$ cat src/rtl/reg_addr_sequencer.sv
// Register-address sequencer: presents one or all ADDR_TABLE entries to a bus
// controller with a req/ack handshake, optionally sweeping from a start index with wrap.
module reg_addr_sequencer #(
  parameter int ADDR_W = 7,
  parameter int SEL_W  = 2,
  parameter logic [(2**SEL_W)*ADDR_W-1:0] ADDR_TABLE =
    {7'b1001010, 7'b1000001, 7'b1000101, 7'b0000000}
) (
  input  logic              clk,
  input  logic              reset_n,
  input  logic              start,
  input  logic              mode,
  input  logic [SEL_W-1:0]  selec,
  input  logic              ack,
  input  logic              abort,
  output logic [ADDR_W-1:0] direc,
  output logic              req,
  output logic [SEL_W-1:0]  index,
  output logic              busy,
  output logic              done
);
  localparam int N = 2**SEL_W;
  localparam logic [SEL_W:0] N_CNT = (SEL_W+1)'(N);

  typedef enum logic [2:0] {S_IDLE, S_LOAD, S_REQ, S_NEXT, S_DONE} state_t;

  state_t            state_q, state_d;
  logic [ADDR_W-1:0] direc_q, direc_d;
  logic [SEL_W-1:0]  index_q, index_d;
  logic [SEL_W:0]    cnt_q, cnt_d;
  logic              mode_q, mode_d;
  logic              req_q, req_d;
  logic              busy_q, busy_d;
  logic              done_q, done_d;

  always_comb begin
    state_d = state_q;
    direc_d = direc_q;
    index_d = index_q;
    cnt_d   = cnt_q;
    mode_d  = mode_q;
    case (state_q)
      S_IDLE: if (start) begin
        index_d = selec;
        mode_d  = mode;
        cnt_d   = '0;
        state_d = S_LOAD;
      end
      S_LOAD: begin
        if (abort) state_d = S_IDLE;
        else begin
          direc_d = ADDR_TABLE[index_q*ADDR_W +: ADDR_W];
          state_d = S_REQ;
        end
      end
      // abort outranks ack, so an aborted handshake is never counted
      S_REQ: begin
        if (abort) state_d = S_IDLE;
        else if (ack) begin
          cnt_d   = cnt_q + (SEL_W+1)'(1);
          state_d = S_NEXT;
        end
      end
      S_NEXT: begin
        if (abort) state_d = S_IDLE;
        else if (!mode_q) state_d = S_DONE;
        else if (cnt_q < N_CNT) begin
          index_d = index_q + SEL_W'(1);
          state_d = S_LOAD;
        end else state_d = S_DONE;
      end
      S_DONE: state_d = S_IDLE;
      default: state_d = S_IDLE;
    endcase
    // status flags are registered from the next state so they line up with it
    req_d  = (state_d == S_REQ);
    busy_d = (state_d != S_IDLE);
    done_d = (state_d == S_DONE);
  end

  always_ff @(posedge clk or negedge reset_n) begin
    if (!reset_n) begin
      state_q <= S_IDLE;
      direc_q <= '0;
      index_q <= '0;
      cnt_q   <= '0;
      mode_q  <= 1'b0;
      req_q   <= 1'b0;
      busy_q  <= 1'b0;
      done_q  <= 1'b0;
    end else begin
      state_q <= state_d;
      direc_q <= direc_d;
      index_q <= index_d;
      cnt_q   <= cnt_d;
      mode_q  <= mode_d;
      req_q   <= req_d;
      busy_q  <= busy_d;
      done_q  <= done_d;
    end
  end

  assign direc = direc_q;
  assign req   = req_q;
  assign index = index_q;
  assign busy  = busy_q;
  assign done  = done_q;
endmodule
$ cat config.mk
export PLATFORM = sky130hd
export DESIGN_NAME = reg_addr_sequencer
export DESIGN_NICKNAME = d
export VERILOG_FILES = /design/src/rtl/reg_addr_sequencer.sv
export SDC_FILE = /design/constraint.sdc
export NUM_CORES = 1
export LEC_CHECK = 0
export CORE_ASPECT_RATIO = 1.4
export CORE_MARGIN = 2
export CORE_UTILIZATION = 40
export CTS_CLUSTER_DIAMETER = 50
export DETAILED_ROUTE_END_ITERATION = 8
export PLACE_DENSITY = 0.67
export SKIP_LAST_GASP = 1
export SYNTH_ARGS = -nofsm -noshare
export SYNTH_HDL_FRONTEND = slang
export SYNTH_SLANG_ARGS = --single-unit
$ cat constraint.sdc
create_clock -name clk -period 2.32 [get_ports clk]
set_input_delay 0.232 -clock clk [delete_from_list [all_inputs] [get_ports clk]]
set_output_delay 0.232 -clock clk [all_outputs]
set_load 0.01 [all_outputs]
==> metrics.md <==
| Metric | Value |
|---|---|
| Post-synthesis sequential area ratio | 0.489 |
| DR DRC count | 0 |
| Clock tree buffer depth | 2 |
| Worst Max-Slew Pin Slew | 701 ps |
| FFs w/ async S/R, synth | 1.00 |
| Final Power | 1030 uW |
| GRT Overall Usage | 0.138 |
| Share of the synthesized area in the top cell type | 0.489 |
| Fillers | 185 |
| CTS Sinks | 16 |
| Setup TNS | 0 ps |
| Crit-path leading delay family | simple AND/OR/NAND/NOR gates |
| Slew Limit Fails | 0 |
| Post-route design area | 1010 um^2 |
| FF/Latch Area | 400 um^2 |
| CP Buf/Inv Count | 0 |
| Rel. slew slack | 0.532 |
| CP Capture Type | flop |
| CP max stage delay | 650 ps |
| Initial drt markers | 5 |
| Yosys reg bits | 16 |
| Yosys top cell by area | dfrtp_1 |
| Multi-input gate area | 364 um^2 |
| RePlAce Congestion | 0.713 |
| Post-detailed-route wirelength per cell | 13.9 um |
| Total wire length | 1530 um |
| Largest net degree at the start of global routing | 17 |
| Synth Area in Adders | 0.0612 |
| First-pass DRT Iterations | 4 |
| Crit path max fanout | 11 |
| First-pass GRT wire length | 2500 um |
| Placed inst area | 972 um^2 |
| Mapped Area | 818 um^2 |
| Lkg Pwr | 0.000477 uW |
| FMAX | 578 MHz |
| H-tree levels | 1 |
| Chip width | 42.2 um |
| Post-Synth Simple-Gate Area | 0.167 |
| DP HPWL | 1130 um |
| Ys Warns | 0 |
| Post-Syn Instances | 74 |
| Hold-fix buffers at CTS | 0 |
| Grt total ovfl | 0 |
| Core box area | 1950 um^2 |
| Worst-Skew Late Latency | 290 ps |
| CTS root buffer | clkbuf_4 |
| CTS tree | built |
| Crit start category | flop |
| Nets | 102 |
| Final Cycle Share | 0.746 |
| Die ar. | 2430 um^2 |
| Avg Cell Area, Syn | 11.1 um^2 |
| Most common cell in the netlist | dfrtp_1 |
| Worst Skew | 2.19 ps |
| Compound-Gate Fraction of Synth Area | 0.139 |
| Starting Density | 0.420 |
| RSZ-0062 raised after global routing | no |
| Port bufs | 17 |
| Hold Path Class | in2async |
| Peak VDD IR | 0.000446 V |
| Ant. Diodes | 0 |
| Final hold vios | 0 |
| Synth unique cells | 34 |
| Clock Pin Slew Worst Setup and Hold Paths | 90 ps |
| Post-synth EDFFs | 0 |
| # IOs | 20 |
| Final min period | 1730 ps |
| Initial antenna violation count | 0 |
| Die H | 57.5 um |
| Crit-path cells | or4b_1 > a211o_1 > o311a_1 |
| PwrDens | 1030 nW/um^2 |
| Area delta synth->final | 23.2% |
| Max Cap Viol | 0 |
| Setup Fix Bufs, Post-CTS | 0 |
| Total CTS buffers | 3 |
| Detailed-route via count | 601 |
| Mux cell area share after synthesis | 0.0688 |
| Final setup margin | 590 ps |
| Crit path DAT | 1900 ps |
| Vias in the first global route | 593 |
| Rows | 19 |
| Commonest cells in the netlist | dfrtp_1, mux2_2, o21ai_0 |
| Outcome | completed |
| Req. time, crit path | 2490 ps |
| Most used DFF post-synth | dfrtp_1 |
| Top cells by area, synth | dfrtp_1, mux2_2, ha_1, o21ai_0, buf_4 |
| CTS resizes | 0 |
| Slowest CP cell | or4b_1 |
| Layout cell share with drive strength beyond 1 | 0.112 |
| Largest family of logic cells by synthesized area | simple AND/OR/NAND/NOR gates |
| Setup-failing EPs final | 0 |
| Pre-CTS WS | 441 ps |
| Vias per std cell | 5.46 |
| Crit Path Category | reg2reg |
| Synth Area in XOR/XNOR | 0 |
| Antenna-violating nets left | 0 |
layout by cell type (no fill, tap or decap), types with 2 or more instances in the layout:
master / count
dfrtp_1: 16
o21ai_0: 5
clkdlybuf4s50_1: 17
inv_1: 3
o31ai_1: 2
conb_1: 2
mux2_2: 5
nor2b_1: 3
nor3_1: 2
clkbuf_4: 3
nand2b_1: 2
nor2_1: 4
ha_1: 4
a211o_1: 2
routing by layer:
metal,routed length [um],part of all wire,up-vias,track usage
met5,0,0,-,0
met4,48,0.031,0,0.0938
met3,40,0.026,5,0.00949
met2,778,0.51,14,0.231
met1,666,0.43,294,0.166
li1,-,-,288,-
final timing paths:
path,start,to,slack (ps),cells past startpoint
worst max-delay path,state_q[1]$_DFF_PN0_,index[0]$_DFFE_PN0P_,590,3
worst min-delay path,reset_n,req$_DFF_PN0_,360,1
worst max register to register,state_q[1]$_DFF_PN0_,index[0]$_DFFE_PN0P_,590,3
worst min register to register,direc[6]$_DFFE_PN0P_,direc[6]$_DFFE_PN0P_,520,2
max in group asynchronous,reset_n,direc[3]$_DFFE_PN0P_,1520,1
min in group clk,direc[6]$_DFFE_PN0P_,direc[6]$_DFFE_PN0P_,520,2
cells by family (layout without fill, tap and decap cells):
| logic type | Yosys count | after routing |
|---|---|---|
| other | 1 | 2 |
| muxes | 5 | 5 |
| adders and majority gates | 4 | 4 |
| AOI/OAI and AO/OA | 16 | 16 |
| buffers and inverters | 10 | 24 |
| and+or+nand+nor | 22 | 22 |
| DFF | 16 | 16 |
layout make-up:
type                    count  area share
flip-flops and latches     16       0.397
multi-input cells          49       0.361
repair buffers             17       0.169
clock buffers               4      0.0360
well taps                  21      0.0261
inverters                   3      0.0112
report_power, final:
group / switching [uW] / internal (uW) / total, uW
clock: 88.2 / 95.7 / 184
sequential: 79.3 / 363 / 442
combinational: 172 / 237 / 409
state kept, by name, indices dropped and copies added (netlist names):
name,count
index,2
req,1
state_q,3
mode_q,1
busy,1
direc,4
cnt_q,3
done,1
through the flow:
stage / cells / util / hold slack [ps]
after floorplan: 75 / - / -63.6
after global placement: 106 / 0.499 / 492
after detailed placement: 106 / 0.499 / 501
after CTS: 110 / 0.517 / 386
after global routing: 110 / 0.517 / 413
final: 110 / 0.517 / 355
No activity file was read; power rests on OpenSTA's default activity.
